==> config.mk <==
export PLATFORM = sky130hd
export DESIGN_NAME = gemm_result_drain
export DESIGN_NICKNAME = d
export VERILOG_FILES = /design/src/rtl/gemm_result_drain.sv
export SDC_FILE = /design/constraint.sdc
export NUM_CORES = 1
export LEC_CHECK = 0
export BUFFER_PORTS_ARGS = -buffer_cell sky130_fd_sc_hd__buf_2
export CORE_UTILIZATION = 59
export DETAILED_ROUTE_END_ITERATION = 16
export PLACE_DENSITY = 0.88
export SYNTH_ARGS = -nofsm -noshare
export SYNTH_HDL_FRONTEND = slang
export SYNTH_SLANG_ARGS = --single-unit
==> constraint.sdc <==
create_clock -name clk -period 7.3 [get_ports clk]
set_input_delay 1.46 -clock clk [delete_from_list [all_inputs] [get_ports clk]]
set_output_delay 1.46 -clock clk [all_outputs]
set_load 0.02 [all_outputs]
==> src/rtl/gemm_result_drain.sv <==
// gemm_result_drain
// Reads a row-major 32-bit result matrix out of the C-buffer SRAM after a
// GEMM completes and streams it over a valid/ready interface.
// A 2-entry FIFO absorbs the 1-cycle SRAM read latency and downstream
// backpressure, so every element is emitted exactly once and in order.
//
// Ports:
//   clk, reset_n           clock (rising edge), asynchronous active-low reset
//   start                  single-cycle drain request, sampled only in IDLE
//   M_dimension            rows to drain, latched with start
//   N_dimension            columns to drain, latched with start
//   read_enable_C          C-buffer read strobe
//   address_C              C-buffer read address
//   data_out_C             C-buffer read data, valid the cycle after the strobe
//   out_valid/out_ready    output handshake
//   out_data               result element at the FIFO head
//   out_row/out_col        indices of out_data
//   out_last               out_data is the final element
//   busy                   drain in progress
//   done                   one-cycle pulse when the drain ends
//   error                  sticky illegal-dimension flag, cleared by next start
module gemm_result_drain #(
  parameter int ADDR_WIDTH = 16,
  parameter int DATA_WIDTH = 32,
  parameter int M          = 4,
  parameter int N          = 4,
  parameter int BASE_ADDR  = 0
) (
  input  logic                  clk,
  input  logic                  reset_n,
  input  logic                  start,
  input  logic [7:0]            M_dimension,
  input  logic [7:0]            N_dimension,
  output logic                  read_enable_C,
  output logic [ADDR_WIDTH-1:0] address_C,
  input  logic [DATA_WIDTH-1:0] data_out_C,
  output logic                  out_valid,
  input  logic                  out_ready,
  output logic [DATA_WIDTH-1:0] out_data,
  output logic [7:0]            out_row,
  output logic [7:0]            out_col,
  output logic                  out_last,
  output logic                  busy,
  output logic                  done,
  output logic                  error
);

  typedef enum logic [1:0] {IDLE, READ, FLUSH, DONE} state_t;

  localparam logic [7:0] M_MAX = 8'(M);
  localparam logic [7:0] N_MAX = 8'(N);

  state_t state;

  logic [7:0] m_dim;
  logic [7:0] n_dim;
  logic [7:0] rd_row;
  logic [7:0] rd_col;

  // Tags travelling alongside the read that is in flight to the SRAM
  logic       in_flight;
  logic [7:0] tag_row;
  logic [7:0] tag_col;
  logic       tag_last;

  logic [DATA_WIDTH-1:0] fifo_data [2];
  logic [7:0]            fifo_row  [2];
  logic [7:0]            fifo_col  [2];
  logic                  fifo_last [2];
  logic                  wr_ptr;
  logic                  rd_ptr;
  logic [1:0]            count;

  logic       push;
  logic       pop;
  logic [2:0] level;
  logic       issue_last;
  logic       dims_illegal;
  logic [ADDR_WIDTH-1:0] addr_calc;

  assign push = in_flight;
  assign pop  = (count != 2'd0) && out_ready;

  // A word leaving the FIFO this cycle frees its slot in time for a new read,
  // which is what allows one word per cycle with out_ready held high.
  assign level = {1'b0, count} + {2'b0, in_flight} - {2'b0, pop};

  assign read_enable_C = (state == READ) && (level < 3'd2);

  assign issue_last = (rd_row == m_dim - 8'd1) && (rd_col == n_dim - 8'd1);

  assign dims_illegal = (M_dimension == 8'd0) || (N_dimension == 8'd0) ||
                        (M_dimension > M_MAX) || (N_dimension > N_MAX);

  assign addr_calc = ADDR_WIDTH'(BASE_ADDR)
                   + ADDR_WIDTH'(rd_row) * ADDR_WIDTH'(n_dim)
                   + ADDR_WIDTH'(rd_col);

  assign address_C = read_enable_C ? addr_calc : '0;

  assign out_valid = (count != 2'd0);
  assign out_data  = fifo_data[rd_ptr];
  assign out_row   = fifo_row[rd_ptr];
  assign out_col   = fifo_col[rd_ptr];
  assign out_last  = fifo_last[rd_ptr];

  // Control FSM: dimension latch, read counters, status flags
  always_ff @(posedge clk or negedge reset_n) begin
    if (!reset_n) begin
      state     <= IDLE;
      m_dim     <= 8'd0;
      n_dim     <= 8'd0;
      rd_row    <= 8'd0;
      rd_col    <= 8'd0;
      in_flight <= 1'b0;
      tag_row   <= 8'd0;
      tag_col   <= 8'd0;
      tag_last  <= 1'b0;
      busy      <= 1'b0;
      done      <= 1'b0;
      error     <= 1'b0;
    end else begin
      done      <= 1'b0;
      in_flight <= read_enable_C;
      if (read_enable_C) begin
        tag_row  <= rd_row;
        tag_col  <= rd_col;
        tag_last <= issue_last;
      end
      case (state)
        IDLE: begin
          if (start) begin
            m_dim  <= M_dimension;
            n_dim  <= N_dimension;
            rd_row <= 8'd0;
            rd_col <= 8'd0;
            if (dims_illegal) begin
              error <= 1'b1;
              done  <= 1'b1;
              state <= DONE;
            end else begin
              error <= 1'b0;
              busy  <= 1'b1;
              state <= READ;
            end
          end
        end
        READ: begin
          if (read_enable_C) begin
            if (rd_col == n_dim - 8'd1) begin
              rd_col <= 8'd0;
              rd_row <= rd_row + 8'd1;
            end else begin
              rd_col <= rd_col + 8'd1;
            end
            if (issue_last) state <= FLUSH;
          end
        end
        FLUSH: begin
          // Leave as soon as the final word is being accepted this cycle
          if (!in_flight && ((count == 2'd0) || (count == 2'd1 && pop))) begin
            done  <= 1'b1;
            state <= DONE;
          end
        end
        DONE: begin
          busy  <= 1'b0;
          state <= IDLE;
        end
        default: state <= IDLE;
      endcase
    end
  end

  // 2-entry result FIFO; storage is cleared on reset so outputs read 0
  always_ff @(posedge clk or negedge reset_n) begin
    if (!reset_n) begin
      for (int i = 0; i < 2; i++) begin
        fifo_data[i] <= '0;
        fifo_row[i]  <= 8'd0;
        fifo_col[i]  <= 8'd0;
        fifo_last[i] <= 1'b0;
      end
      wr_ptr <= 1'b0;
      rd_ptr <= 1'b0;
      count  <= 2'd0;
    end else begin
      if (push) begin
        fifo_data[wr_ptr] <= data_out_C;
        fifo_row[wr_ptr]  <= tag_row;
        fifo_col[wr_ptr]  <= tag_col;
        fifo_last[wr_ptr] <= tag_last;
        wr_ptr            <= ~wr_ptr;
      end
      if (pop) rd_ptr <= ~rd_ptr;
      count <= count + {1'b0, push} - {1'b0, pop};
    end
  end

endmodule
## Word-level counts from Yosys, hierarchy flattened

Cells that the tools add are included.

| word-level totals | value |
|---|---|
| register bits after elaboration | 157 |
| input bits | 52 |
| output and inout port bits | 70 |
| logic and storage cells | 121 |

| cells by class | value |
|---|---|
| $add $sub $neg | 9 |
| multipliers | 1 |
| magnitude comparators | 6 |
| equal/unequal tests | 12 |
| mux-type cells | 43 |
| bitwise gates (word level) | 4 |
| reductions and logical operators | 23 |

Operator list:

| operator | count |
|---|---|
| $mux 32 | 4 |
| $mux 8 | 12 |
| $bwmux 64 | 1 |
| $bwmux 16 | 2 |
| $demux 32 s1 | 1 |
| $pmux 8 s2 | 2 |
| $add 16x8->16 | 1 |
| $add 8x1->8 const B | 2 |
| $eq 8x8->1 | 2 |
| $gt 8x3->1 const B | 2 |
| $logic_not 8->1 | 2 |
| $mul 8x8->16 | 1 |
| $mux 16 | 1 |
| $sub 8x1->8 const B | 2 |
| $mux 2 | 5 |
| $ne 2x2->1 const B | 5 |
| $mux 1 | 9 |
| $demux 8 s1 | 1 |
| $pmux 2 s4 | 1 |
| $reduce_and 4->1 | 2 |
| $logic_and 1x1->1 | 6 |
| $reduce_and 3->1 | 2 |
| $reduce_bool 2->1 | 3 |
| $eq 2x1->1 const B | 2 |
| other kinds (18) | 27 |

## Longest topological paths before layout

Gate-level depths: netlist of the first run.

| depth | value |
|---|---|
| word-level depth | 7 |
| mapped depth | 20 |

## Worst setup path before layout of the first run

No wires, ideal clock.

| timing | value |
|---|---|
| path type | reg-to-output |
| start | reg rd_row[2] |
| end | out address_C[14] |
| arrival time | 4,486 ps |
| setup slack | 1,354 ps |
| cell stages (with the launch flop) | 18 |
| cells stage by stage | dfrtp_1 clkbuf_1 clkbuf_1 nand2_1 fa_1 fa_1 inv_1 fa_1 inv_1 fa_1 inv_1 ha_1 o21ai_0 nand2b_1 a31o_2 a221oi_1 xor2_1 nor2_1 |

| on the way | value |
|---|---|
| longest elaborated chain between the ends | 3 |

RTL lines:

| element | RTL line | text |
|---|---|---|
| from (decl) | 57 | `logic [7:0] rd_row;` |
| from (signal assigned) | 152 | `rd_row <= rd_row + 8'd1;` |
| $mul 8x8->16 | 96 | `+ ADDR_WIDTH'(rd_row) * ADDR_WIDTH'(n_dim)` |
| $add 16x8->16 | 97 | `+ ADDR_WIDTH'(rd_col);` |
| $mux 16 | 99 | `assign address_C = read_enable_C ? addr_calc : '0;` |
| to (decl) | 35 | `output logic [ADDR_WIDTH-1:0] address_C,` |

Every way passes these cells.

## Worst setup path after layout of the first run

Ends and elaborated chain as after synthesis.

==> results of run 1 <==
state kept, by name (all words and copies together), names as in the netlist, 2 cells and up:
register,count
count,2
fifo_col,16
fifo_data,64
fifo_last,2
fifo_row,16
m_dim,8
n_dim,8
rd_col,8
rd_row,8
state,2
tag_col,8
tag_row,8
critical path, cell delays in order, from the launching register on:
cell and delay, ns:
sky130_fd_sc_hd__dfrtp_1 0.71, sky130_fd_sc_hd__nand2_1 0.14, sky130_fd_sc_hd__fa_1 0.48, sky130_fd_sc_hd__fa_1 0.55
sky130_fd_sc_hd__inv_1 0.06, sky130_fd_sc_hd__fa_1 0.53, sky130_fd_sc_hd__inv_1 0.05, sky130_fd_sc_hd__fa_1 0.52
sky130_fd_sc_hd__inv_1 0.04, sky130_fd_sc_hd__ha_1 0.32, sky130_fd_sc_hd__o21ai_0 0.19, sky130_fd_sc_hd__nand2b_1 0.07
sky130_fd_sc_hd__a31o_2 0.27, sky130_fd_sc_hd__a221oi_1 0.28, sky130_fd_sc_hd__xor2_1 0.18, sky130_fd_sc_hd__nor2_1 0.05
sky130_fd_sc_hd__buf_2 0.18
per-stage QoR:
stage / instance area [sq um] / utilization / hold slack [ns] / setup WS [ns]
global placement: 10400 / 0.654 / 0.466 / 1.32
global route: 10900 / 0.689 / 0.508 / 0.433
floorplan: 9620 / - / 0.459 / 1.35
detailed placement: 10400 / 0.654 / 0.461 / 1.21
finish: 10900 / 0.689 / 0.483 / 0.781
CTS: 10900 / 0.689 / 0.485 / 0.776
layout by cell type, fill, tap and decap left out, types with 2 or more instances in the layout:
master and n:
sky130_fd_sc_hd__a31o_2 3, sky130_fd_sc_hd__o21a_1 3, sky130_fd_sc_hd__buf_2 120, sky130_fd_sc_hd__nand2b_1 8, sky130_fd_sc_hd__fa_1 45, sky130_fd_sc_hd__nor2_1 35, sky130_fd_sc_hd__o41ai_1 2, sky130_fd_sc_hd__a21o_1 8
sky130_fd_sc_hd__and3_1 3, sky130_fd_sc_hd__nor4_1 3, sky130_fd_sc_hd__a211oi_1 3, sky130_fd_sc_hd__xnor2_1 18, sky130_fd_sc_hd__clkbuf_1 2, sky130_fd_sc_hd__and2_1 43, sky130_fd_sc_hd__inv_1 82, sky130_fd_sc_hd__nand3_1 11
sky130_fd_sc_hd__nor3_1 12, sky130_fd_sc_hd__nand3b_1 2, sky130_fd_sc_hd__buf_4 5, sky130_fd_sc_hd__or2_2 2, sky130_fd_sc_hd__a221oi_1 3, sky130_fd_sc_hd__inv_6 6, sky130_fd_sc_hd__clkinvlp_4 3, sky130_fd_sc_hd__nand4_1 8
sky130_fd_sc_hd__clkbuf_16 17, sky130_fd_sc_hd__a2111o_1 2, sky130_fd_sc_hd__ha_1 46, sky130_fd_sc_hd__o21bai_1 2, sky130_fd_sc_hd__o21ai_0 22, sky130_fd_sc_hd__nor2b_1 3, sky130_fd_sc_hd__xor2_1 19, sky130_fd_sc_hd__nand2_1 79
sky130_fd_sc_hd__a41oi_1 2, sky130_fd_sc_hd__dfrtp_1 156, sky130_fd_sc_hd__a21oi_1 11, sky130_fd_sc_hd__mux2_2 163, sky130_fd_sc_hd__mux2i_1 5
area by class of cell:
class / count / area, sq um / area share
Multi-Input combinational cell: 583 / 5230 / 0.478
Sequential cell: 157 / 3930 / 0.359
Timing Repair Buffer: 126 / 649 / 0.0593
Clock buffer: 19 / 433 / 0.0395
Inverter: 82 / 308 / 0.0281
Tap cell: 216 / 270 / 0.0247
Clock inverter: 13 / 130 / 0.0119
layer usage:
layer	routed length, um	part of all wire
met2	9870	0.50
met3	1190	0.060
met4	352	0.018
met5	0	0
met1	8300	0.42
kinds of logic after synthesis:
| kind of cell | count (synthesis) | synth area share |
|---|---|---|
| multiplexers | 168 | 0.196 |
| buffers and inverters | 125 | 0.0490 |
| adder cells (fa/ha/maj) | 91 | 0.153 |
| AO/OA/AOI/OAI | 69 | 0.0485 |
| flip-flops | 157 | 0.408 |
| AND/OR/NAND/NOR | 218 | 0.111 |
| XOR/XNOR | 37 | 0.0337 |
worst max-delay path by stage:
stage                   start            end  slack (ns)  depth (start not counted)
floorplan           rd_row[2]  address_C[14]        1.35                         17
global placement    rd_row[0]  address_C[14]        1.32                         16
detailed placement  rd_row[2]  address_C[14]        1.21                         16
CTS                 rd_row[2]  address_C[14]        0.78                         16
global route        rd_row[2]  address_C[14]        0.43                         16
finish              rd_row[2]  address_C[14]        0.78                         16
power groups by stage:
stage / Clock (mW) / Sequential, mW / Combinational (mW)
5_1_grt: 0.892 / 1.56 / 1.88
4_1_cts: 0.857 / 1.51 / 1.72
3_5_place_dp: 0 / 1.52 / 1.69
3_3_place_gp: 0 / 1.49 / 1.64
6_report: 0.844 / 1.51 / 1.70
2_1_floorplan: 0 / 1.35 / 1.40
==> report_table.html, run 1 <==
<table>
<tr><th>Metric</th><th>Value</th></tr>
<tr><th colspan="2">Route</th></tr>
<tr><td>Residual antenna-violating net count after detailed routing</td><td>0</td></tr>
<tr><td>Number of vias after detailed routing</td><td>about 6.7k</td></tr>
<tr><td>1st-pass router iterations</td><td>5</td></tr>
<tr><td>DR vias/cell</td><td>between 5 and 6</td></tr>
<tr><td>Remaining routing DRC violations</td><td>0</td></tr>
<tr><td>Routed wire length</td><td>around 20 mm</td></tr>
<tr><td>Number of DRC violations after detailed-routing iteration 0</td><td>~340</td></tr>
<tr><td>Routed length per placed instance</td><td>roughly 16 um</td></tr>
<tr><th colspan="2">Clock tree</th></tr>
<tr><td>Clk Tree Root Cell</td><td>sky130_fd_sc_hd__clkbuf_16</td></tr>
<tr><td>Worst-path clk slew</td><td>~0.060 ns</td></tr>
<tr><td>Post-CTS setup repair buffer count</td><td>0</td></tr>
<tr><td>Clock Path Buffers</td><td>2</td></tr>
<tr><td>Clock Sinks</td><td>157</td></tr>
<tr><td>Number of gates resized after cts</td><td>0</td></tr>
<tr><td>Total CTS buffers</td><td>17</td></tr>
<tr><td>TritonCTS clock tree</td><td>built</td></tr>
<tr><td>Insertion delay to the later sink of the worst-skew pair</td><td>between 0.4 and 0.5 ns</td></tr>
<tr><td>Clock H-tree levels</td><td>4</td></tr>
<tr><td># hold bufs at CTS</td><td>0</td></tr>
<tr><th colspan="2">Global routing</th></tr>
<tr><td>Grt met3 use</td><td>0.0520</td></tr>
<tr><td>Layer with the highest usage</td><td>met2</td></tr>
<tr><td>GR Util All Layers</td><td>0.246</td></tr>
<tr><td>Wire length of the first global-routing pass</td><td>32.2 mm</td></tr>
<tr><td>GRT overflow</td><td>0</td></tr>
<tr><td>Via count of the first global-routing pass</td><td>between 6k and 7k</td></tr>
<tr><td>Maximum number of pins on one net before global-route repair</td><td>103</td></tr>
<tr><td>Met1 capacity usage during global routing</td><td>0.308</td></tr>
<tr><td>Antenna violations before repair</td><td>0</td></tr>
<tr><td>M2 GR Usage</td><td>0.422</td></tr>
<tr><th colspan="2">Power and ir drop</th></tr>
<tr><td>Clock Power Share</td><td>0.208</td></tr>
<tr><td>Overall power consumption</td><td>between 4 and 5 mW</td></tr>
<tr><td>Reported net switching power</td><td>~1.6 mW</td></tr>
<tr><td>Static Leak</td><td>approximately 5.5 nW</td></tr>
<tr><td>Relative contribution of sequential cells to total power</td><td>0.372</td></tr>
<tr><td>Pwr dens</td><td>371 nW/um^2</td></tr>
<tr><td>Worst supply voltage drop on vdd</td><td>0.241 mV</td></tr>
<tr><td>Net Sw Frac</td><td>0.392</td></tr>
<tr><td>Share of power burned in combinational logic</td><td>0.420</td></tr>
<tr><td>Design internal power</td><td>between 2 and 2.5 mW</td></tr>
<tr><th colspan="2">Cells and area</th></tr>
<tr><td>Area grow syn2layout</td><td>13.8%</td></tr>
<tr><td>Number of diodes</td><td>0</td></tr>
<tr><td>Share of post-route cells with drive strength above 1</td><td>0.337</td></tr>
<tr><td>Final standard cell count with taps included and fillers excluded</td><td>1196</td></tr>
<tr><td>Fill cell count</td><td>~1.2k</td></tr>
<tr><td>Post-layout net count</td><td>1110</td></tr>
<tr><th colspan="2">Min path</th></tr>
<tr><td>Number of instances on the worst hold path</td><td>1</td></tr>
<tr><td>Worst hold start</td><td>error</td></tr>
<tr><td>Min-delay worst type</td><td>flop to flop</td></tr>
<tr><td>Worst hold endpoint</td><td>error</td></tr>
<tr><th colspan="2">Logic synthesis</th></tr>
<tr><td>Average cell area after synthesis</td><td>11.1 sq um</td></tr>
<tr><td>Async set or reset register ratio after synthesis</td><td>1.00</td></tr>
<tr><td>Most frequent cells after synthesis</td><td>sky130_fd_sc_hd__mux2_2 (163), sky130_fd_sc_hd__dfrtp_1 (157), sky130_fd_sc_hd__inv_1 (82)</td></tr>
<tr><td>Cell type with the highest aggregate area in the netlist</td><td>sky130_fd_sc_hd__dfrtp_1</td></tr>
<tr><td>Post-Synthesis Cells</td><td>865</td></tr>
<tr><td>Area share of the leading cell type in the synthesized netlist</td><td>0.408</td></tr>
<tr><td>Net Count, Synth</td><td>1008</td></tr>
<tr><td>Top cells by area, synth</td><td>sky130_fd_sc_hd__dfrtp_1 (41%), sky130_fd_sc_hd__mux2_2 (19%), sky130_fd_sc_hd__fa_1 (9.4%)</td></tr>
<tr><td>Most common cell in the netlist</td><td>sky130_fd_sc_hd__mux2_2</td></tr>
<tr><td>Syn Std Cell Area</td><td>9620 sq um</td></tr>
<tr><td>Distinct cells, synth</td><td>49</td></tr>
<tr><td>Number of synthesis warnings</td><td>0</td></tr>
<tr><td>Post-synthesis sequential element count</td><td>approximately 160</td></tr>
<tr><td>EDFF count, synth</td><td>0</td></tr>
<tr><td>Sequential fraction of the synthesis area</td><td>0.408</td></tr>
<tr><td>Synth Flop Type</td><td>sky130_fd_sc_hd__dfrtp_1</td></tr>
<tr><th colspan="2">Timing</th></tr>
<tr><td>Setup repair after global routing missed its margin</td><td>no</td></tr>
<tr><td>Fmax</td><td>approximately 150 MHz</td></tr>
<tr><td>Remaining max-slew budget at the tightest pin</td><td>0.304</td></tr>
<tr><td>Share of the clock period used by the worst path after layout</td><td>0.893</td></tr>
<tr><td>Clock tree skew after final layout</td><td>a little over 0.006 ns</td></tr>
<tr><td>Count of final setup violators</td><td>0</td></tr>
<tr><td>Max-slew violation count</td><td>0</td></tr>
<tr><td>Setup TNS</td><td>0 ns</td></tr>
<tr><td>Shortest period the worst path allows</td><td>6.52 ns</td></tr>
<tr><td>Number of failing hold endpoints at the final stage</td><td>0</td></tr>
<tr><td>Worst Max-Slew Pin Slew</td><td>roughly 1.0 ns</td></tr>
<tr><th colspan="2">Critical path</th></tr>
<tr><td>Data arrival time of the critical path</td><td>about 5.1 ns</td></tr>
<tr><td>Max FO, Critical Path</td><td>17</td></tr>
<tr><td>Data required time at the worst endpoint</td><td>slightly below 6 ns</td></tr>
<tr><td>Worst setup slack for register-to-register paths</td><td>between 3 and 4 ns</td></tr>
<tr><td>R2r worst-path depth</td><td>14</td></tr>
<tr><td>Critical path capture point type</td><td>output port</td></tr>
<tr><td>Startpoint of the most critical register-to-register path</td><td>count[1]</td></tr>
<tr><td>Worst flop-to-flop path endpoint</td><td>rd_row[7]</td></tr>
<tr><td>Critical Path Start Type</td><td>flop</td></tr>
<tr><td>Class of the most critical setup path</td><td>flop to output port</td></tr>
<tr><th colspan="2">Die</th></tr>
<tr><td>Site Rows</td><td>46</td></tr>
<tr><td>Die Area</td><td>around 17000 sq um</td></tr>
<tr><td>Core Footprint</td><td>15900 sq um</td></tr>
<tr><td>Boundary pin count</td><td>roughly 120</td></tr>
<tr><td>Height of the chip</td><td>around 130 um</td></tr>
<tr><td>Effective utilization at floorplan</td><td>0.606</td></tr>
<tr><td>Chip width</td><td>130 um</td></tr>
<tr><th colspan="2">Status</th></tr>
<tr><td>Status</td><td>finished, final reports clean</td></tr>
<tr><th colspan="2">Flow run</th></tr>
<tr><td>Reported max-cap violation count</td><td>0</td></tr>
<tr><th colspan="2">Placement</th></tr>
<tr><td>Final estimated routing congestion in global placement</td><td>~0.88</td></tr>
<tr><td>Count of placed standard cells including taps</td><td>around 1.2k</td></tr>
<tr><td>Half-perimeter wire length after placement</td><td>approximately 14 mm</td></tr>
<tr><td>Number of buffer cells added on primary ports</td><td>approximately 120</td></tr>
</table>
(Power assumes the default switching activity.)
==> run 2, diff against run 1 <==
Settings changed: ABC_AREA set to 1, CAP_MARGIN set to 20.
==> run 2 against run 1 <==
Design area up 1.8%. Clock power grew 0.7%. Final cell count is 36% higher. Register-to-register slack improved by 0.52 ns. Sequential power about the same. Maximum frequency down 0.20%. Setup slack worse by 0.013 ns. Critical endpoint is now address_C[13].
==> report_table.html, run 2 <==
<table>
<tr><th>Metric</th><th>Value</th></tr>
<tr><th colspan="2">Critical path</th></tr>
<tr><td>Top cell family by delay on the critical path</td><td>adder cells</td></tr>
<tr><td>Data arrival time of the critical path</td><td>between 5 and 6 ns</td></tr>
<tr><td>CP Cell Sequence</td><td>nand2_1, fa_1, inv_1, fa_1, inv_1, fa_1, fa_1, inv_1, ha_1, a21oi_1, nand2_1, a21boi_0, o21ai_0, inv_1, o21bai_1, nand2_1, nand2_1, nor2_1, buf_2</td></tr>
<tr><td>Class of the most critical setup path</td><td>flop to output port</td></tr>
<tr><td>Buffers and inverters on the worst path</td><td>5</td></tr>
<tr><td>Critical Path Start Type</td><td>flop</td></tr>
<tr><td>Critical path capture point type</td><td>output port</td></tr>
<tr><td>Data required time at the worst endpoint</td><td>roughly 5.8 ns</td></tr>
<tr><td>Slowest cell delay on critical path</td><td>~0.69 ns</td></tr>
<tr><td>Max FO, Critical Path</td><td>14</td></tr>
<tr><td>Slowest-stage cell, CP</td><td>sky130_fd_sc_hd__dfrtp_1</td></tr>
<tr><th colspan="2">Die</th></tr>
<tr><td>Boundary pin count</td><td>around 120</td></tr>
<tr><td>Height of the chip</td><td>about 130 um</td></tr>
<tr><td>Chip width</td><td>~130 um</td></tr>
<tr><td>Effective utilization at floorplan</td><td>0.614</td></tr>
<tr><td>Site Rows</td><td>46</td></tr>
<tr><td>Die Area</td><td>17300 sq um</td></tr>
<tr><td>Core Footprint</td><td>16100 sq um</td></tr>
<tr><th colspan="2">Logic synthesis</th></tr>
<tr><td>Syn Std Cell Area</td><td>9900 sq um</td></tr>
<tr><td>Sequential fraction of the synthesis area</td><td>0.397</td></tr>
<tr><td>Async set or reset register ratio after synthesis</td><td>1.00</td></tr>
<tr><td>Area share of the leading cell type in the synthesized netlist</td><td>0.397</td></tr>
<tr><td>Post-Synthesis Cells</td><td>1308</td></tr>
<tr><td>EDFF count, synth</td><td>0</td></tr>
<tr><td>Top cells by area, synth</td><td>sky130_fd_sc_hd__dfrtp_1 (40%), sky130_fd_sc_hd__nand2_1 (18%), sky130_fd_sc_hd__fa_1 (9.1%)</td></tr>
<tr><td>Number of synthesis warnings</td><td>0</td></tr>
<tr><td>Synth Flop Type</td><td>sky130_fd_sc_hd__dfrtp_1</td></tr>
<tr><td>Net Count, Synth</td><td>~1.5k</td></tr>
<tr><td>Average cell area after synthesis</td><td>7.57 sq um</td></tr>
<tr><td>Most frequent cells after synthesis</td><td>sky130_fd_sc_hd__nand2_1 (467), sky130_fd_sc_hd__inv_1 (209), sky130_fd_sc_hd__dfrtp_1 (157)</td></tr>
<tr><td>Post-synthesis sequential element count</td><td>157</td></tr>
<tr><td>Distinct cells, synth</td><td>36</td></tr>
<tr><td>Most common cell in the netlist</td><td>sky130_fd_sc_hd__nand2_1</td></tr>
<tr><td>Cell type with the highest aggregate area in the netlist</td><td>sky130_fd_sc_hd__dfrtp_1</td></tr>
<tr><th colspan="2">Global routing</th></tr>
<tr><td>GRT overflow</td><td>0</td></tr>
<tr><td>Maximum number of pins on one net before global-route repair</td><td>99</td></tr>
<tr><td>Wire length of the first global-routing pass</td><td>around 37 mm</td></tr>
<tr><td>Via count of the first global-routing pass</td><td>around 8k</td></tr>
<tr><td>GR Util All Layers</td><td>0.262</td></tr>
<tr><td>Antenna violations before repair</td><td>0</td></tr>
<tr><th colspan="2">Clock tree</th></tr>
<tr><td>Clock Sinks</td><td>around 160</td></tr>
<tr><td>Number of gates resized after cts</td><td>0</td></tr>
<tr><td>Total CTS buffers</td><td>17</td></tr>
<tr><td>Post-CTS setup repair buffer count</td><td>0</td></tr>
<tr><td>Worst-path clk slew</td><td>0.06 ns</td></tr>
<tr><td>TritonCTS clock tree</td><td>built</td></tr>
<tr><td>Clock H-tree levels</td><td>4</td></tr>
<tr><td>Clock Path Buffers</td><td>2</td></tr>
<tr><td>Clk Tree Root Cell</td><td>sky130_fd_sc_hd__clkbuf_16</td></tr>
<tr><td>Insertion delay to the later sink of the worst-skew pair</td><td>approximately 0.42 ns</td></tr>
<tr><td># hold bufs at CTS</td><td>0</td></tr>
<tr><th colspan="2">Power and ir drop</th></tr>
<tr><td>Pwr dens</td><td>379 nW/um^2</td></tr>
<tr><td>Worst supply voltage drop on vdd</td><td>0.226 mV</td></tr>
<tr><td>Static Leak</td><td>6.32 nW</td></tr>
<tr><th colspan="2">Cells and area</th></tr>
<tr><td>Number of diodes</td><td>0</td></tr>
<tr><td>Commonest cells after routing, fill and taps aside</td><td>sky130_fd_sc_hd__nand2_1 (466), sky130_fd_sc_hd__inv_1 (209), sky130_fd_sc_hd__dfrtp_1 (157), sky130_fd_sc_hd__o21ai_0 (146), sky130_fd_sc_hd__buf_2 (120)</td></tr>
<tr><td>Post-layout net count</td><td>between 1.5k and 2k</td></tr>
<tr><td>Final standard cell count with taps included and fillers excluded</td><td>roughly 1.6k</td></tr>
<tr><td>Biggest regs</td><td>fifo_data x64, fifo_col x16, fifo_row x16</td></tr>
<tr><td>Share of post-route cells with drive strength above 1</td><td>0.124</td></tr>
<tr><td>Area grow syn2layout</td><td>12.6%</td></tr>
<tr><td>Most common cell after layout, fill and taps aside</td><td>sky130_fd_sc_hd__nand2_1</td></tr>
<tr><td>Register with the highest flop count</td><td>fifo_data</td></tr>
<tr><td>Number of flip-flops under the largest register name</td><td>between 60 and 70</td></tr>
<tr><th colspan="2">Placement</th></tr>
<tr><td>Count of placed standard cells including taps</td><td>around 1.6k</td></tr>
<tr><td>Number of buffer cells added on primary ports</td><td>121</td></tr>
<tr><td>Half-perimeter wire length after placement</td><td>around 15 mm</td></tr>
<tr><td>Final estimated routing congestion in global placement</td><td>around 0.9</td></tr>
<tr><th colspan="2">Route</th></tr>
<tr><td>DR vias/cell</td><td>~5.2</td></tr>
<tr><td>Number of vias after detailed routing</td><td>approximately 8.5k</td></tr>
<tr><td>Routed wire length</td><td>around 22 mm</td></tr>
<tr><td>Remaining routing DRC violations</td><td>0</td></tr>
<tr><td>1st-pass router iterations</td><td>6</td></tr>
<tr><td>Number of DRC violations after detailed-routing iteration 0</td><td>between 600 and 700</td></tr>
<tr><td>Routed length per placed instance</td><td>~13 um</td></tr>
<tr><td>Residual antenna-violating net count after detailed routing</td><td>0</td></tr>
<tr><th colspan="2">Timing</th></tr>
<tr><td>Worst hold slack after final layout</td><td>between 0.4 and 0.5 ns</td></tr>
<tr><td>Setup TNS</td><td>0 ns</td></tr>
<tr><td>Share of the clock period used by the worst path after layout</td><td>0.895</td></tr>
<tr><td>Remaining max-slew budget at the tightest pin</td><td>0.380</td></tr>
<tr><td>Fmax</td><td>between 150 and 200 MHz</td></tr>
<tr><td>Count of final setup violators</td><td>0</td></tr>
<tr><td>Max-slew violation count</td><td>0</td></tr>
<tr><td>Clock tree skew after final layout</td><td>around 0.0080 ns</td></tr>
<tr><td>Number of failing hold endpoints at the final stage</td><td>0</td></tr>
<tr><td>Shortest period the worst path allows</td><td>between 6 and 7 ns</td></tr>
<tr><td>Setup repair after global routing missed its margin</td><td>no</td></tr>
<tr><td>Worst Max-Slew Pin Slew</td><td>between 0.9 and 1 ns</td></tr>
<tr><th colspan="2">Status</th></tr>
<tr><td>Status</td><td>finished, final reports clean</td></tr>
<tr><th colspan="2">Flow run</th></tr>
<tr><td>Reported max-cap violation count</td><td>0</td></tr>
<tr><th colspan="2">Min path</th></tr>
<tr><td>Min-delay worst type</td><td>flop to flop</td></tr>
</table>
-- run 2: changes by cell type in the layout (fill, tap and decap cells not counted), moves of 9 or more --
cell                      change
sky130_fd_sc_hd__xnor2_1     -13
sky130_fd_sc_hd__mux2_2     -163
sky130_fd_sc_hd__inv_1      +127
sky130_fd_sc_hd__and2_1      -43
sky130_fd_sc_hd__nand2_1    +387
sky130_fd_sc_hd__a21oi_1      +9
sky130_fd_sc_hd__nor2_1      +16
sky130_fd_sc_hd__o21ai_0    +124
sky130_fd_sc_hd__nand3_1     +21
-- run 2: area by class of cell --
| type | count | area (sq um) |
|---|---|---|
| clock buffers | 22 | 474 |
| repair buffers | 126 | 649 |
| inverters | 216 | 813 |
| well taps | 216 | 270 |
| flip-flops and latches | 157 | 3930 |
| multi-input cells | 875 | 4900 |
| clock inverters | 10 | 101 |
| fillers | 1313 | 4970 |
-- run 2: tightest hold or removal path: cells and delay by family, from the launching register on --
| kind | cells | cell delay, ns |
|---|---|---|
| flops | 1 | 0.34 |
| compound gates | 1 | 0.06 |
| simple gates | 1 | 0.05 |
-- run 2: routing by layer --
layer  up-vias  global-route usage  routed length [um]
li1       4169                   -                   -
met1      3972               0.354                9360
met2       327               0.425               10400
met3        46              0.0482                1330
met4         0              0.0872                 476
met5         -                   0                   0
-- run 2: worst paths after layout --
| path | start | endpoint | slack (ns) | cells after the start |
|---|---|---|---|---|
| worst min-delay path | fifo_row[10] | fifo_row[10] | 0.48 | 2 |
| min in group asynchronous | reset_n | fifo_data[38] | 1.07 | 1 |
| worst max-delay path | rd_row[6] | address_C[13] | 0.77 | 19 |
| worst min register to register | fifo_row[10] | fifo_row[10] | 0.48 | 2 |
| worst max register to register | count[1] | rd_col[5] | 3.77 | 19 |
| max in group asynchronous | reset_n | fifo_row[10] | 4.80 | 2 |
-- run 2: power breakdown --
part,switching [mW],internal [mW]
registers,0.283,1.23
logic,1.26,0.603
clock network,0.350,0.500
total,1.89,2.34
-- run 2: cell families (layout without fill, tap and decap cells) --
| kind of cell | Yosys count | count (layout) | share of synthesized area |
|---|---|---|---|
| XOR/XNOR | 18 | 18 | 0.0159 |
| AO/OA/AOI/OAI | 185 | 185 | 0.0963 |
| buffers and inverters | 276 | 374 | 0.108 |
| AND/OR/NAND/NOR | 581 | 581 | 0.234 |
| adder cells (fa/ha/maj) | 91 | 91 | 0.149 |
| flip-flops | 157 | 157 | 0.397 |
-- run 2: through the flow --
step / total power, mW / setup slack [ns] / area [sq um] / utilization
after floorplan: 2.84 / 1.36 / 9900 / -
after global placement: 3.29 / 1.38 / 10600 / 0.656
after detailed placement: 3.37 / 1.28 / 10600 / 0.656
after CTS: 4.24 / 0.809 / 11100 / 0.691
after global routing: 4.57 / 0.513 / 11100 / 0.691
final: 4.23 / 0.768 / 11100 / 0.691
==> run 3, diff against run 2 <==
Settings changed: BUFFER_PORTS_ARGS -buffer_cell sky130_fd_sc_hd__buf_2 to -buffer_cell sky130_fd_sc_hd__clkbuf_2, CORE_MARGIN set to 3.
==> run 3 against run 2 <==
Setup slack worse by 0.018 ns. First-iteration DRC count is 7.3% higher. Critical endpoint unchanged. Clock power is 4.6% higher. Flip-flop and latch count stayed put.
==> report_table.html, run 3 (synthesized netlist as in run 2, its figures left out) <==
<table>
<tr><th>Metric</th><th>Value</th></tr>
<tr><th colspan="2">Status</th></tr>
<tr><td>Status</td><td>finished, final reports clean</td></tr>
<tr><th colspan="2">Global routing</th></tr>
<tr><td>Wire length of the first global-routing pass</td><td>roughly 37 mm</td></tr>
<tr><td>Maximum number of pins on one net before global-route repair</td><td>99</td></tr>
<tr><td>GRT overflow</td><td>0</td></tr>
<tr><td>GR Util All Layers</td><td>0.247</td></tr>
<tr><td>Via count of the first global-routing pass</td><td>between 7k and 8k</td></tr>
<tr><td>Antenna violations before repair</td><td>0</td></tr>
<tr><th colspan="2">Clock tree</th></tr>
<tr><td>Worst-path clk slew</td><td>roughly 0.06 ns</td></tr>
<tr><td>Clock Sinks</td><td>~160</td></tr>
<tr><td>Clk Tree Root Cell</td><td>sky130_fd_sc_hd__clkbuf_16</td></tr>
<tr><td>Post-CTS setup repair buffer count</td><td>0</td></tr>
<tr><td>Insertion delay to the later sink of the worst-skew pair</td><td>approximately 0.42 ns</td></tr>
<tr><td>Clock H-tree levels</td><td>4</td></tr>
<tr><td>TritonCTS clock tree</td><td>built</td></tr>
<tr><td>Total CTS buffers</td><td>17</td></tr>
<tr><td>Clock Path Buffers</td><td>2</td></tr>
<tr><td>Number of gates resized after cts</td><td>0</td></tr>
<tr><td># hold bufs at CTS</td><td>0</td></tr>
<tr><th colspan="2">Die</th></tr>
<tr><td>Height of the chip</td><td>around 140 um</td></tr>
<tr><td>Core Footprint</td><td>approximately 16000 sq um</td></tr>
<tr><td>Boundary pin count</td><td>around 120</td></tr>
<tr><td>Effective utilization at floorplan</td><td>0.612</td></tr>
<tr><td>Site Rows</td><td>46</td></tr>
<tr><td>Die Area</td><td>18400 sq um</td></tr>
<tr><td>Chip width</td><td>136 um</td></tr>
<tr><th colspan="2">Cells and area</th></tr>
<tr><td>Post-layout net count</td><td>around 1.5k</td></tr>
<tr><td>Design Area, Final</td><td>~11000 sq um</td></tr>
<tr><td>Number of diodes</td><td>0</td></tr>
<tr><td>Number of flip-flops under the largest register name</td><td>64</td></tr>
<tr><td>Share of post-route cells with drive strength above 1</td><td>0.124</td></tr>
<tr><td>Biggest regs</td><td>fifo_data x64, fifo_col x16, fifo_row x16</td></tr>
<tr><td>Register with the highest flop count</td><td>fifo_data</td></tr>
<tr><td>Commonest cells after routing, fill and taps aside</td><td>sky130_fd_sc_hd__nand2_1 (466), sky130_fd_sc_hd__inv_1 (209), sky130_fd_sc_hd__dfrtp_1 (157), sky130_fd_sc_hd__o21ai_0 (146), sky130_fd_sc_hd__clkbuf_2 (120)</td></tr>
<tr><td>Most common cell after layout, fill and taps aside</td><td>sky130_fd_sc_hd__nand2_1</td></tr>
<tr><td>Area grow syn2layout</td><td>12.8%</td></tr>
<tr><th colspan="2">Critical path</th></tr>
<tr><td>Buffers and inverters on the worst path</td><td>5</td></tr>
<tr><td>R2r worst-path depth</td><td>19</td></tr>
<tr><td>Slowest cell delay on critical path</td><td>~0.68 ns</td></tr>
<tr><td>Max FO, Critical Path</td><td>14</td></tr>
<tr><td>CP Cell Sequence</td><td>nand2_1, fa_1, inv_1, fa_1, inv_1, fa_1, fa_1, inv_1, ha_1, a21oi_1, nand2_1, a21boi_0, o21ai_0, inv_1, o21bai_1, nand2_1, nand2_1, nor2_1, clkbuf_2</td></tr>
<tr><td>Data required time at the worst endpoint</td><td>around 5.8 ns</td></tr>
<tr><td>Critical Path Start Type</td><td>flop</td></tr>
<tr><td>Slowest-stage cell, CP</td><td>sky130_fd_sc_hd__dfrtp_1</td></tr>
<tr><td>Top cell family by delay on the critical path</td><td>adder cells</td></tr>
<tr><td>Data arrival time of the critical path</td><td>approximately 5.1 ns</td></tr>
<tr><td>Critical path capture point type</td><td>output port</td></tr>
<tr><td>WP depth</td><td>19</td></tr>
<tr><td>Class of the most critical setup path</td><td>flop to output port</td></tr>
<tr><th colspan="2">Min path</th></tr>
<tr><td>Number of instances on the worst hold path</td><td>2</td></tr>
<tr><td>Min-delay worst type</td><td>flop to flop</td></tr>
<tr><th colspan="2">Route</th></tr>
<tr><td>Routed length per placed instance</td><td>between 10 and 15 um</td></tr>
<tr><td>Number of vias after detailed routing</td><td>roughly 8.4k</td></tr>
<tr><td>1st-pass router iterations</td><td>5</td></tr>
<tr><td>Remaining routing DRC violations</td><td>0</td></tr>
<tr><td>Number of DRC violations after detailed-routing iteration 0</td><td>~710</td></tr>
<tr><td>DR vias/cell</td><td>between 5 and 6</td></tr>
<tr><td>Residual antenna-violating net count after detailed routing</td><td>0</td></tr>
<tr><td>Routed wire length</td><td>21.5 mm</td></tr>
<tr><th colspan="2">Power and ir drop</th></tr>
<tr><td>Design internal power</td><td>~2.4 mW</td></tr>
<tr><td>Clock Power Share</td><td>0.208</td></tr>
<tr><td>Overall power consumption</td><td>around 4.3 mW</td></tr>
<tr><td>Reported net switching power</td><td>around 1.9 mW</td></tr>
<tr><td>Pwr dens</td><td>roughly 380 nW/um^2</td></tr>
<tr><td>Net Sw Frac</td><td>0.448</td></tr>
<tr><td>Worst supply voltage drop on vdd</td><td>0.218 mV</td></tr>
<tr><td>Share of power burned in combinational logic</td><td>0.436</td></tr>
<tr><td>Relative contribution of sequential cells to total power</td><td>0.355</td></tr>
<tr><td>Static Leak</td><td>6.33 nW</td></tr>
<tr><th colspan="2">Timing</th></tr>
<tr><td>Count of final setup violators</td><td>0</td></tr>
<tr><td>Least setup slack across all paths after layout</td><td>about 0.75 ns</td></tr>
<tr><td>Number of failing hold endpoints at the final stage</td><td>0</td></tr>
<tr><td>Clock tree skew after final layout</td><td>0.00723 ns</td></tr>
<tr><td>Setup TNS</td><td>0 ns</td></tr>
<tr><td>Max-slew violation count</td><td>0</td></tr>
<tr><td>Fmax</td><td>approximately 150 MHz</td></tr>
<tr><td>Remaining max-slew budget at the tightest pin</td><td>0.379</td></tr>
<tr><td>Setup repair after global routing missed its margin</td><td>no</td></tr>
<tr><td>Share of the clock period used by the worst path after layout</td><td>0.897</td></tr>
<tr><td>Shortest period the worst path allows</td><td>~6.5 ns</td></tr>
<tr><td>Worst Max-Slew Pin Slew</td><td>about 0.93 ns</td></tr>
<tr><th colspan="2">Placement</th></tr>
<tr><td>Pre-CTS setup slack</td><td>approximately 1.2 ns</td></tr>
<tr><td>Number of buffer cells added on primary ports</td><td>approximately 120</td></tr>
<tr><td>Final estimated routing congestion in global placement</td><td>0.879</td></tr>
<tr><td>Cell area after placement</td><td>approximately 11000 sq um</td></tr>
<tr><td>Half-perimeter wire length after placement</td><td>15.0 mm</td></tr>
<tr><th colspan="2">Flow run</th></tr>
<tr><td>Reported max-cap violation count</td><td>0</td></tr>
</table>
run 3: final timing paths:
check                           slack [ns]             to         start
worst min-delay path                  0.48   fifo_data[1]  fifo_data[1]
worst max register to register        3.79      rd_col[5]      count[1]
max in group asynchronous             4.81       m_dim[3]       reset_n
worst min register to register        0.48   fifo_data[1]  fifo_data[1]
worst max-delay path                  0.75  address_C[13]     rd_row[6]
min in group asynchronous             1.06  fifo_data[12]       reset_n
run 3: layout make-up:
cell class | instances | area (sq um)
Clock buffer | 20 | 447
Clock inverter | 12 | 149
Fill cell | 1291 | 5010
Inverter | 216 | 813
Multi-Input combinational cell | 875 | 4900
Sequential cell | 157 | 3930
Tap cell | 216 | 270
Timing Repair Buffer | 126 | 649
run 3: power groups by stage:
| stage | sequential, mW | clock, mW | combinational [mW] |
|---|---|---|---|
| after global routing | 1.57 | 0.943 | 2.12 |
| after detailed placement | 1.52 | 0 | 1.85 |
| after CTS | 1.51 | 0.899 | 1.87 |
| after global placement | 1.50 | 0 | 1.80 |
| after floorplan | 1.41 | 0 | 1.43 |
| final | 1.52 | 0.889 | 1.86 |
run 3: stage by stage:
stage | hold WS, ns | std cells | util
2_1_floorplan | 0.453 | 1308 | -
5_1_grt | 0.504 | 1622 | 0.690
4_1_cts | 0.488 | 1622 | 0.690
3_3_place_gp | 0.465 | 1590 | 0.653
3_5_place_dp | 0.473 | 1590 | 0.653
6_report | 0.483 | 1622 | 0.690
run 3: tightest hold or removal path, cell delays in order (launching register included):
cell                      delay, ns
sky130_fd_sc_hd__dfrtp_1       0.34
sky130_fd_sc_hd__nand2_1       0.05
sky130_fd_sc_hd__o21ai_0       0.06
run 3: metal layers:
metal  wire length, um  track usage  vias up
met4               477       0.0750        0
met5                 0            0        -
met2             10400        0.404      303
li1                  -            -     4167
met1              9300        0.338     3930
met3              1330       0.0453       48
